--- src/rtl/chunk_scheduler_pkg.sv ---
// Shared types and constants for the chunk scheduler: FSM states, redraw modes,
// frame geometry, cell codes and the linear board-address helper.
package chunk_pkg;

    localparam int CHUNK_SIZE = 16;
    localparam int CHUNK_COLS = 40;
    localparam int CHUNK_ROWS = 30;
    localparam int X_W        = 6;
    localparam int Y_W        = 5;
    localparam int ADDR_W     = 11;

    localparam logic [1:0] EMPTY      = 2'd0;
    localparam logic [1:0] FILL       = 2'd1;
    localparam logic [1:0] FRAME      = 2'd2;
    localparam logic [1:0] FRAME_FILL = 2'd3;

    typedef enum logic [2:0] {
        IDLE  = 3'd0,
        FETCH = 3'd1,
        LATCH = 3'd2,
        DRAW  = 3'd3,
        NEXT  = 3'd4
    } state_e;

    typedef enum logic {
        FULL   = 1'b0,
        SINGLE = 1'b1
    } mode_e;

    // Row-major linear board address of chunk (x, y).
    function automatic logic [ADDR_W-1:0] chunk_addr(input logic [X_W-1:0] x,
                                                     input logic [Y_W-1:0] y,
                                                     input int            cols);
        return ADDR_W'(y) * ADDR_W'(cols) + ADDR_W'(x);
    endfunction

endpackage

--- src/rtl/chunk_scheduler_if.sv ---
// Bundle of the request, board-memory, drawer and status signals around the
// chunk scheduler; slave is the scheduler's view, master the surrounding system.
interface chunk_scheduler_if;
    logic        start_full;
    logic        req_valid;
    logic [5:0]  req_x;
    logic [4:0]  req_y;
    logic        req_ready;
    logic [10:0] mem_addr;
    logic [1:0]  mem_data;
    logic        drw_reset;
    logic [5:0]  drw_x_chunk;
    logic [4:0]  drw_y_chunk;
    logic [1:0]  drw_data;
    logic        drw_done;
    logic        pixel_we;
    logic        busy;
    logic        frame_done;

    modport slave (
        input  start_full, req_valid, req_x, req_y, mem_data, drw_done,
        output req_ready, mem_addr, drw_reset, drw_x_chunk, drw_y_chunk,
               drw_data, pixel_we, busy, frame_done
    );

    modport master (
        output start_full, req_valid, req_x, req_y, mem_data, drw_done,
        input  req_ready, mem_addr, drw_reset, drw_x_chunk, drw_y_chunk,
               drw_data, pixel_we, busy, frame_done
    );
endinterface

--- src/rtl/chunk_scheduler_coord.sv ---
// Row-major chunk coordinate counter: loadable cx/cy, x-fastest increment, a
// linear address kept in step with the coordinates, and a last-chunk flag.
module chunk_coord_counter
    import chunk_pkg::*;
#(
    parameter int COLS = 40,
    parameter int ROWS = 30
) (
    input  logic        clk,
    input  logic        reset,
    input  logic        load,
    input  logic        inc,
    input  logic [5:0]  load_x,
    input  logic [4:0]  load_y,
    output logic [5:0]  cx,
    output logic [4:0]  cy,
    output logic [10:0] addr,
    output logic        last
);

    localparam logic [5:0] LAST_X = 6'(COLS - 1);
    localparam logic [4:0] LAST_Y = 5'(ROWS - 1);

    logic at_last_x_s;

    assign at_last_x_s = (cx == LAST_X);
    assign last        = at_last_x_s && (cy == LAST_Y);

    // Address tracks cx/cy so it is valid in the same cycle the coordinates are.
    always_ff @(posedge clk or negedge reset) begin
        if (!reset) begin
            cx   <= 6'd0;
            cy   <= 5'd0;
            addr <= 11'd0;
        end else if (load) begin
            cx   <= load_x;
            cy   <= load_y;
            addr <= chunk_addr(load_x, load_y, COLS);
        end else if (inc) begin
            if (at_last_x_s) begin
                cx <= 6'd0;
                cy <= (cy == LAST_Y) ? 5'd0 : cy + 5'd1;
            end else begin
                cx <= cx + 6'd1;
            end
            addr <= last ? 11'd0 : addr + 11'd1;
        end
    end

endmodule

--- src/rtl/chunk_scheduler.sv ---
// Sequences the chunk drawer over the frame (full redraw) or one chunk (single
// request): fetch cell code, restart drawer, gate pixel writes, flag completion.
module chunk_scheduler #(
    parameter int CHUNK_COLS  = chunk_pkg::CHUNK_COLS,
    parameter int CHUNK_ROWS  = chunk_pkg::CHUNK_ROWS,
    parameter int MEM_LATENCY = 1
) (
    input  logic             clk,
    input  logic             reset,
    chunk_scheduler_if.slave bus
);
    import chunk_pkg::*;

    localparam logic [6:0] X_LIMIT   = 7'(CHUNK_COLS);
    localparam logic [5:0] Y_LIMIT   = 6'(CHUNK_ROWS);
    localparam logic [1:0] WAIT_LAST = 2'(MEM_LATENCY - 1);

    state_e      state_r;
    mode_e       mode_r;
    logic [1:0]  wait_r;
    logic        run_r;
    logic        draw_active_r;
    logic        drw_reset_r;
    logic        frame_done_r;
    logic        busy_r;
    logic [5:0]  drw_x_r;
    logic [4:0]  drw_y_r;
    logic [1:0]  drw_data_r;

    logic        req_ready_s;
    logic        accept_s;
    logic        in_range_s;
    logic        load_s;
    logic        inc_s;
    logic [5:0]  load_x_s;
    logic [4:0]  load_y_s;
    logic [5:0]  cx_s;
    logic [4:0]  cy_s;
    logic [10:0] addr_s;
    logic        last_s;

    chunk_coord_counter #(
        .COLS (CHUNK_COLS),
        .ROWS (CHUNK_ROWS)
    ) u_coord (
        .clk    (clk),
        .reset  (reset),
        .load   (load_s),
        .inc    (inc_s),
        .load_x (load_x_s),
        .load_y (load_y_s),
        .cx     (cx_s),
        .cy     (cy_s),
        .addr   (addr_s),
        .last   (last_s)
    );

    // Request handshake and coordinate-counter control.
    always_comb begin
        req_ready_s = run_r && (state_r == IDLE) && !bus.start_full;
        accept_s    = req_ready_s && bus.req_valid;
        in_range_s  = ({1'b0, bus.req_x} < X_LIMIT) && ({1'b0, bus.req_y} < Y_LIMIT);
        load_s      = 1'b0;
        inc_s       = 1'b0;
        load_x_s    = 6'd0;
        load_y_s    = 5'd0;
        case (state_r)
            IDLE: begin
                if (bus.start_full) begin
                    load_s = 1'b1;
                end else if (accept_s && in_range_s) begin
                    load_s   = 1'b1;
                    load_x_s = bus.req_x;
                    load_y_s = bus.req_y;
                end else begin
                    load_s = 1'b0;
                end
            end
            NEXT: begin
                if ((mode_r == FULL) && !last_s) begin
                    inc_s = 1'b1;
                end else begin
                    inc_s = 1'b0;
                end
            end
            default: begin
                load_s = 1'b0;
                inc_s  = 1'b0;
            end
        endcase
    end

    // Main sequencer with registered drawer/status outputs.
    always_ff @(posedge clk or negedge reset) begin
        if (!reset) begin
            state_r       <= IDLE;
            mode_r        <= FULL;
            wait_r        <= 2'd0;
            run_r         <= 1'b0;
            draw_active_r <= 1'b0;
            drw_reset_r   <= 1'b1;
            frame_done_r  <= 1'b0;
            busy_r        <= 1'b0;
            drw_x_r       <= 6'd0;
            drw_y_r       <= 5'd0;
            drw_data_r    <= 2'd0;
        end else begin
            run_r        <= 1'b1;
            frame_done_r <= 1'b0;
            case (state_r)
                IDLE: begin
                    if (bus.start_full) begin
                        state_r <= FETCH;
                        mode_r  <= FULL;
                        wait_r  <= 2'd0;
                        busy_r  <= 1'b1;
                    end else if (accept_s) begin
                        if (in_range_s) begin
                            state_r <= FETCH;
                            mode_r  <= SINGLE;
                            wait_r  <= 2'd0;
                            busy_r  <= 1'b1;
                        end else begin
                            frame_done_r <= 1'b1;
                        end
                    end
                end
                FETCH: begin
                    if (wait_r == WAIT_LAST) begin
                        state_r <= LATCH;
                    end else begin
                        wait_r <= wait_r + 2'd1;
                    end
                end
                LATCH: begin
                    drw_data_r  <= bus.mem_data;
                    drw_x_r     <= cx_s;
                    drw_y_r     <= cy_s;
                    drw_reset_r <= 1'b0;
                    state_r     <= DRAW;
                end
                DRAW: begin
                    // The drawer's first pixel lags its counters, so writes open one cycle in.
                    if (bus.drw_done) begin
                        state_r       <= NEXT;
                        drw_reset_r   <= 1'b1;
                        draw_active_r <= 1'b0;
                        frame_done_r  <= (mode_r == SINGLE) || last_s;
                    end else begin
                        draw_active_r <= 1'b1;
                    end
                end
                NEXT: begin
                    if ((mode_r == SINGLE) || last_s) begin
                        state_r <= IDLE;
                        busy_r  <= 1'b0;
                    end else begin
                        state_r <= FETCH;
                        wait_r  <= 2'd0;
                    end
                end
                default: begin
                    state_r       <= IDLE;
                    busy_r        <= 1'b0;
                    drw_reset_r   <= 1'b1;
                    draw_active_r <= 1'b0;
                end
            endcase
        end
    end

    assign bus.req_ready   = req_ready_s;
    assign bus.mem_addr    = addr_s;
    assign bus.drw_reset   = drw_reset_r;
    assign bus.drw_x_chunk = drw_x_r;
    assign bus.drw_y_chunk = drw_y_r;
    assign bus.drw_data    = drw_data_r;
    assign bus.pixel_we    = draw_active_r && !bus.drw_done;
    assign bus.busy        = busy_r;
    assign bus.frame_done  = frame_done_r;

endmodule

--- src/flat_wrapper.sv ---
// flat-port wrapper written by rule: the top's interface ports become plain ports
module chunk_scheduler_flat import chunk_pkg::*;
#(
    parameter int CHUNK_COLS  = chunk_pkg::CHUNK_COLS,
    parameter int CHUNK_ROWS  = chunk_pkg::CHUNK_ROWS,
    parameter int MEM_LATENCY = 1
)
  (clk, reset, bus_start_full, bus_req_valid, bus_req_x, bus_req_y, bus_mem_data, bus_drw_done, bus_req_ready, bus_mem_addr, bus_drw_reset, bus_drw_x_chunk, bus_drw_y_chunk, bus_drw_data, bus_pixel_we, bus_busy, bus_frame_done);
  chunk_scheduler_if bus_i ();
  input  logic clk;
  input  logic reset;
  input wire logic [$bits(bus_i.start_full)-1:0] bus_start_full;
  input wire logic [$bits(bus_i.req_valid)-1:0] bus_req_valid;
  input wire logic [$bits(bus_i.req_x)-1:0] bus_req_x;
  input wire logic [$bits(bus_i.req_y)-1:0] bus_req_y;
  input wire logic [$bits(bus_i.mem_data)-1:0] bus_mem_data;
  input wire logic [$bits(bus_i.drw_done)-1:0] bus_drw_done;
  output wire logic [$bits(bus_i.req_ready)-1:0] bus_req_ready;
  output wire logic [$bits(bus_i.mem_addr)-1:0] bus_mem_addr;
  output wire logic [$bits(bus_i.drw_reset)-1:0] bus_drw_reset;
  output wire logic [$bits(bus_i.drw_x_chunk)-1:0] bus_drw_x_chunk;
  output wire logic [$bits(bus_i.drw_y_chunk)-1:0] bus_drw_y_chunk;
  output wire logic [$bits(bus_i.drw_data)-1:0] bus_drw_data;
  output wire logic [$bits(bus_i.pixel_we)-1:0] bus_pixel_we;
  output wire logic [$bits(bus_i.busy)-1:0] bus_busy;
  output wire logic [$bits(bus_i.frame_done)-1:0] bus_frame_done;
  assign bus_i.start_full = bus_start_full;
  assign bus_i.req_valid = bus_req_valid;
  assign bus_i.req_x = bus_req_x;
  assign bus_i.req_y = bus_req_y;
  assign bus_i.mem_data = bus_mem_data;
  assign bus_i.drw_done = bus_drw_done;
  assign bus_req_ready = bus_i.req_ready;
  assign bus_mem_addr = bus_i.mem_addr;
  assign bus_drw_reset = bus_i.drw_reset;
  assign bus_drw_x_chunk = bus_i.drw_x_chunk;
  assign bus_drw_y_chunk = bus_i.drw_y_chunk;
  assign bus_drw_data = bus_i.drw_data;
  assign bus_pixel_we = bus_i.pixel_we;
  assign bus_busy = bus_i.busy;
  assign bus_frame_done = bus_i.frame_done;
  chunk_scheduler #(.CHUNK_COLS(CHUNK_COLS), .CHUNK_ROWS(CHUNK_ROWS), .MEM_LATENCY(MEM_LATENCY)) u_core (.clk(clk), .reset(reset), .bus(bus_i));
endmodule
--- config.mk ---
export PLATFORM = sky130hd
export DESIGN_NAME = chunk_scheduler_flat
export DESIGN_NICKNAME = d
export VERILOG_FILES = /design/src/rtl/chunk_scheduler_pkg.sv /design/src/rtl/chunk_scheduler_if.sv /design/src/rtl/chunk_scheduler_coord.sv /design/src/rtl/chunk_scheduler.sv /design/src/flat_wrapper.sv
export SDC_FILE = /design/constraint.sdc
export NUM_CORES = 1
export LEC_CHECK = 0
export BUFFER_PORTS_ARGS = -buffer_cell sky130_fd_sc_hd__buf_2
export CORE_ASPECT_RATIO = 1.5
export CORE_UTILIZATION = 60
export DETAILED_ROUTE_END_ITERATION = 12
export GPL_ROUTABILITY_DRIVEN = 0
export PLACE_DENSITY = 0.93
export SLEW_MARGIN = 10
export SYNTH_ARGS = -nofsm -noshare
export SYNTH_HDL_FRONTEND = slang
export SYNTH_SLANG_ARGS = --single-unit
--- constraint.sdc ---
create_clock -name clk -period 10.65 [get_ports clk]
set_clock_uncertainty 0.2 [all_clocks]
set_input_delay 1.065 -clock clk [delete_from_list [all_inputs] [get_ports clk]]
set_output_delay 1.065 -clock clk [all_outputs]
set_load 0.02 [all_outputs]
# --- Word level (Yosys, flattened, before mapping) ---
# Cells that the tools add are included.
totals:
  reg_bits: 46
  wordCells: 115
  out_inout_bits: 29
  in_bits: 18
classes:
  n_mul: 1
  n_bitwise: 3
  reduce_logical: 28
  n_mux: 49
  add_sub_neg: 5
  n_eq_ne: 13
  magnitude_cmp: 2
ops:
  columns: ["operator", "count"]
  rows:
  - ["$mux 6", 6]
  - ["$mux 5", 7]
  - ["$mux 11", 3]
  - ["$mux 1", 17]
  - ["$mux 3", 5]
  - ["$pmux 3 s5", 1]
  - ["$add 11x1->11 const B", 1]
  - ["$add 11x6->11", 1]
  - ["$mux 2", 5]
  - ["$logic_and 1x1->1", 8]
  - ["$mul 5x3->8 const B", 1]
  - ["$reduce_and 4->1", 2]
  - ["$reduce_bool 2->1", 4]
  - ["$add 6x1->6 const B", 1]
  - ["$eq 3x2->1 const B", 2]
  - ["$eq 6x6->1 const B", 1]
  - ["$lt 6x6->1 const B", 1]
  - ["$ne 2x2->1 const B", 3]
  - ["$ne 3x2->1 const B", 2]
  - ["$pmux 1 s3", 2]
  - ["$pmux 2 s3", 1]
  - ["$reduce_or 3->1", 2]
  - ["$add 5x1->5 const B", 1]
  - ["$eq 5x5->1 const B", 1]
  - ["16 further kinds", 23]

# --- Longest topological paths before layout ---
depth:
  word_depth: 11
  mapped_depth: 13
  ltp_nobuf: 12

# --- Hierarchy ---
# A second synthesis with hierarchy kept.
hier_totals:
  hier_cells: 310
  area_unflattened_um2: 2946.6
modules_own_cells:
  columns: ["module", "cells_each", "area_each_um2", "n_inst", "seq_area_each_um2"]
  rows:
  - ["chunk_coord_counter", 197, 1715.4, 1, 550.5]
  - ["chunk_scheduler", 113, 1231.2, 1, 601.8]

# --- Least setup slack after synthesis ---
# OpenSTA, ideal clock, no wires.
synth_timing:
  path_type: "input port to flip-flop"
  from: "input port bus_start_full"
  to: "register u_core.u_coord.addr[9]"
  setup_slack_ps: 6136
  setup_time_ps: 131
  t_arrival_ps: 4183
  path_buffers: 1
  stages: 11
  required_ps: 10319
  cell_sequence: "or4_4 nor4_1 buf_2 and2_1 ha_1 ha_1 fa_1 or3b_2 o2111ai_1 nor3_1 or3_1"
synth_via:
  elab_chain_len: 10
  word_cells_on_any_way: 17
  cone_classes: "1 x add/sub; 1 x mul; 10 x mux; 5 x reduce/logical"
synth_lines:
  columns: ["element", "line_no", "source"]
  rows:
  - ["start: declaration", "flat_wrapper.sv:12", "input wire logic [$bits(bus_i.start_full)-1:0] bus_start_full;"]
  - ["$logic_not 1->1", "chunk_scheduler.sv:60", "req_ready_s = run_r && (state_r == IDLE) && !bus.start_full;"]
  - ["$logic_and 1x1->1", "chunk_scheduler.sv:60", null]
  - ["$logic_and 1x1->1", "chunk_scheduler.sv:61", "accept_s = req_ready_s && bus.req_valid;"]
  - ["$logic_and 1x1->1", "chunk_scheduler.sv:71", "end else if (accept_s && in_range_s) begin"]
  - ["$mux 5", "chunk_scheduler.sv:71", null]
  - ["$mux 5", "chunk_scheduler.sv:69", "if (bus.start_full) begin"]
  - ["$mux 5", "chunk_scheduler.sv:67", "case (state_r)"]
  - ["$mul 5x3->8", "chunk_scheduler_pkg.sv:34", "return ADDR_W'(y) * ADDR_W'(cols) + ADDR_W'(x);"]
  - ["$add 11x6->11", "chunk_scheduler_pkg.sv:34", null]
  - ["$mux 11", "chunk_scheduler_coord.sv:35", "end else if (load) begin"]
  - ["end signal: assignment", "chunk_scheduler_coord.sv:38", "addr <= chunk_addr(load_x, load_y, COLS);"]
  - ["end signal: assignment", "chunk_scheduler_coord.sv:46", "addr <= last ? 11'd0 : addr + 11'd1;"]
  - ["end: declaration", "chunk_scheduler_coord.sv:17", "output logic [10:0] addr,"]
# Several ways; a longest one is shown, not always the timed one.
# A chain may end at the register's enable or synchronous reset.

# --- Worst setup path in the final report ---
# Same ends and word-level chain as after synthesis.

==> flow_metrics.env <==
export IMPL_status="complete, but fails checks"
export IMPL_violations="design-rule violations"
export IMPL_fin_crit_sh_pct=42.7
export IMPL_htreeDepth=2
export IMPL_overflow=0
export IMPL_fin_crit_ns=4.54
export IMPL_avgRoutedWirePerCell_um=17.4
export IMPL_leakagePower_nw=1.54
export IMPL_seq_area_frac_synth_pct=40.9
export IMPL_fp_dieW_um=57.9
export IMPL_core_area_um2=4500
export IMPL_mostFrequentLayoutCells="buf_2, dfrtp_1, a21oi_1"
export IMPL_worstPathCellList="buf_2 > or4_4 > nor4_1 > buf_4 > and2_1 > ha_1 > ha_1 > fa_1 > nand2_1 > or2_2 > o2111ai_1 > nor3_1 > or3_1"
export IMPL_postCtsHoldBufs=0
export IMPL_cap_violations=0
export IMPL_worst_skew_pair_late_latency_ns=0.30
export IMPL_fin_util_pct=70.4
export IMPL_io_pins=47
export IMPL_cpMostUsedCell="ha_1"
export IMPL_pwr_density_cell_nw_per_um2=225
export IMPL_switching_share_pct=41.3
export IMPL_yosys_warnings=0
export IMPL_hold_violations=0
export IMPL_cp_start_kind="input port"
export IMPL_portBuffers=46
export IMPL_postCtsSetupBuffers=0
export IMPL_grt_max_degree=47
export IMPL_p_sw_uw=295
export IMPL_synth_simple_area_share_pct=22.2
export IMPL_drive_gt1_share_pct=24.0
export IMPL_synth_edf_count=0
export IMPL_synth_fp_nets=330
export IMPL_total_power_uw=714
export IMPL_fin_nets=372
export IMPL_clkTransAtPathRegs_ns=0.09
export IMPL_synth_area_leaders="dfrtp_1, mux2_2, ha_1"
export IMPL_detail_route_antenna_nets=0
export IMPL_grt_pass1_wl_mm=11.1
export IMPL_synth_compound_area_share_pct=16.2
export IMPL_tightest_slew_ns=1.11
export IMPL_grt_pass1_vias=2456
export IMPL_drc=2
export IMPL_grt_total_usage_pct=28.8
export IMPL_cts_root_buf="clkbuf_8"
export IMPL_arrival_ns=4.54
export IMPL_slowest_stage="fa_1"
export IMPL_hold_ws_ns=0.299
export IMPL_drt_iter0_drc=121
export IMPL_fp_row_count=30
export IMPL_hp_class="reg -> reg"
export IMPL_cell_internal_pwr_uw=419
export IMPL_cts_tree="built"
export IMPL_synth_async_sr_flop_share_pct=100
export IMPL_relSlewSlack_pct=25.4
export IMPL_critPathCaptureType="register"
export IMPL_antenna_found_initial=0
export IMPL_ys_ff_latch=46
export IMPL_placed_cells=381
export IMPL_clockPowerShare_pct=18.3
export IMPL_cts_sinks=46
export IMPL_fill_cells=328
export IMPL_setup_violations=0
export IMPL_timing_final_max_slew_violations=0
export IMPL_syn_inst=298
export IMPL_instances_no_fill=389
export IMPL_rsz0062_at_grt="no"
export IMPL_wl_mm=6.76
export IMPL_hpwl_mm=4.86
export IMPL_diodes=0
export IMPL_area_delta_synth_final_pct=12.6
export IMPL_die_height_um=85.9
export IMPL_tns_ns=0
export IMPL_cts_made_buffers=5
export IMPL_p_seq_share_pct=43.2
export IMPL_cts_resized=0
export IMPL_synthXorXnorAreaFrac_pct=4.04
export IMPL_synth_area_um2=2820
export IMPL_required_ns=10.64
export IMPL_synth_ff_type="dfrtp_1"
export IMPL_initial_core_util_pct=62.5
export IMPL_crit_fanout=11
export IMPL_comb_power_share_pct=38.5
export IMPL_cpPeakStageDelay_ns=0.51
export IMPL_yosysUniqueCellTypes=59
export IMPL_synth_top_area_share_pct=40.0
export IMPL_clock_path_buffers=2
export IMPL_worstSetupPathType="in -> reg"
export IMPL_syn_area_per_cell_um2=9.45
export IMPL_synthMuxAreaShare_pct=6.31
export IMPL_drtPass1Iterations=9
export IMPL_max_vdd_ir_drop_v=0.000140
export IMPL_layout_commonest_cell="buf_2"
export IMPL_synth_adder_area_share_pct=6.76
export IMPL_yosys_area_top_type="dfrtp_1"
export IMPL_via_per_inst=6.58
export IMPL_die_area_um2=4980
export IMPL_max_freq_mhz=220
export IMPL_synth_top_family_by_area="simple AND/OR/NAND/NOR gates"
export IMPL_num_vias=2561
synthesized netlist by cell type, drive strengths merged, types with 3 or more instances:
master / instances
dfrtp: 45
clkbuf: 7
nand2: 23
and2: 10
nand3: 12
nand4: 14
o211ai: 4
nor4: 6
and3: 5
buf: 5
mux2: 14
xor2: 9
o21ai: 18
a21oi: 24
inv: 11
o21bai: 3
ha: 12
xnor2: 4
nor2: 24
power groups by stage:
stage                     clock network (mW)  logic (mW)  registers, mW
after floorplan                            0       0.165          0.330
after global placement                     0       0.264          0.306
after detailed placement                   0       0.273          0.309
after CTS                              0.130       0.275          0.306
after global routing                   0.137       0.301          0.318
final                                  0.130       0.275          0.308
worst max-delay path: cells and delay by family:
kind / cells / cell delay [ns]
AOI/OAI and AO/OA: 1 / 0.25
adders and majority gates: 3 / 1.05
buffers and inverters: 2 / 0.33
and+or+nand+nor: 7 / 1.84
metal layers:
layer	global-route usage, %	vias up	part of all wire, %
met5	0	-	0
li1	-	1163	-
met2	48.3	131	52
met1	34.5	1240	38
met3	4.37	27	6.9
met4	16.9	0	3.6
final timing paths:
kind | from | endpoint | slack (ns) | depth (start not counted)
max in group asynchronous | reset | u_core.state_r[1]$_DFFE_PN0P_ | 8.92 | 1
worst min register to register | u_core.bus.drw_reset$_DFFE_PN1P_ | u_core.bus.drw_reset$_DFFE_PN1P_ | 0.30 | 2
worst max register to register | u_core.state_r[0]$_DFFE_PN0P_ | u_core.u_coord.addr[9]$_DFFE_PN0P_ | 6.32 | 12
worst max-delay path | bus_start_full | u_core.u_coord.addr[9]$_DFFE_PN0P_ | 6.11 | 13
worst min-delay path | u_core.bus.drw_reset$_DFFE_PN1P_ | u_core.bus.drw_reset$_DFFE_PN1P_ | 0.30 | 2
min in group asynchronous | reset | u_core.bus.drw_data[0]$_DFFE_PN0P_ | 0.71 | 1
registers in the layout (all words and copies together), names as in the netlist:
| register | flops |
|---|---|
| u_core.bus.drw_x_chunk | 6 |
| u_core.state_r | 3 |
| u_core.u_coord.cx | 6 |
| u_core.u_coord.addr | 11 |
| u_core.bus.busy | 1 |
| u_core.bus.drw_data | 2 |
| u_core.run_r | 1 |
| u_core.draw_active_r | 1 |
| u_core.bus.drw_reset | 1 |
| u_core.wait_r | 2 |
| u_core.bus.drw_y_chunk | 5 |
| u_core.bus.frame_done | 1 |
| u_core.u_coord.cy | 5 |
| u_core.mode_r | 1 |
layout make-up:
class	instances	area (µm²)	share of cell area (%)
clock buffer	5	68.8	2.17
inverter	11	41.3	1.30
sequential	46	1150	36.3
timing repair buffer	47	238	7.50
multi-input combinational	229	1570	49.5
clock inverter	3	40.0	1.26
tap	48	60.1	1.89
through the flow:
step           instance area, µm²  setup slack, ns
3_3_place_gp                 3060             5.95
2_1_floorplan                2820             6.14
4_1_cts                      3170             6.12
3_5_place_dp                 3060             5.82
5_1_grt                      3170             5.95
6_report                     3170             6.11
cells by family after synthesis:
kind of cell / Yosys count
simple gates: 113
other cells: 1
compound gates: 72
buf+inv: 23
mux: 16
fa+ha+maj: 14
flops: 46
xor+xnor: 13
Power figures use the tool's default switching activity.
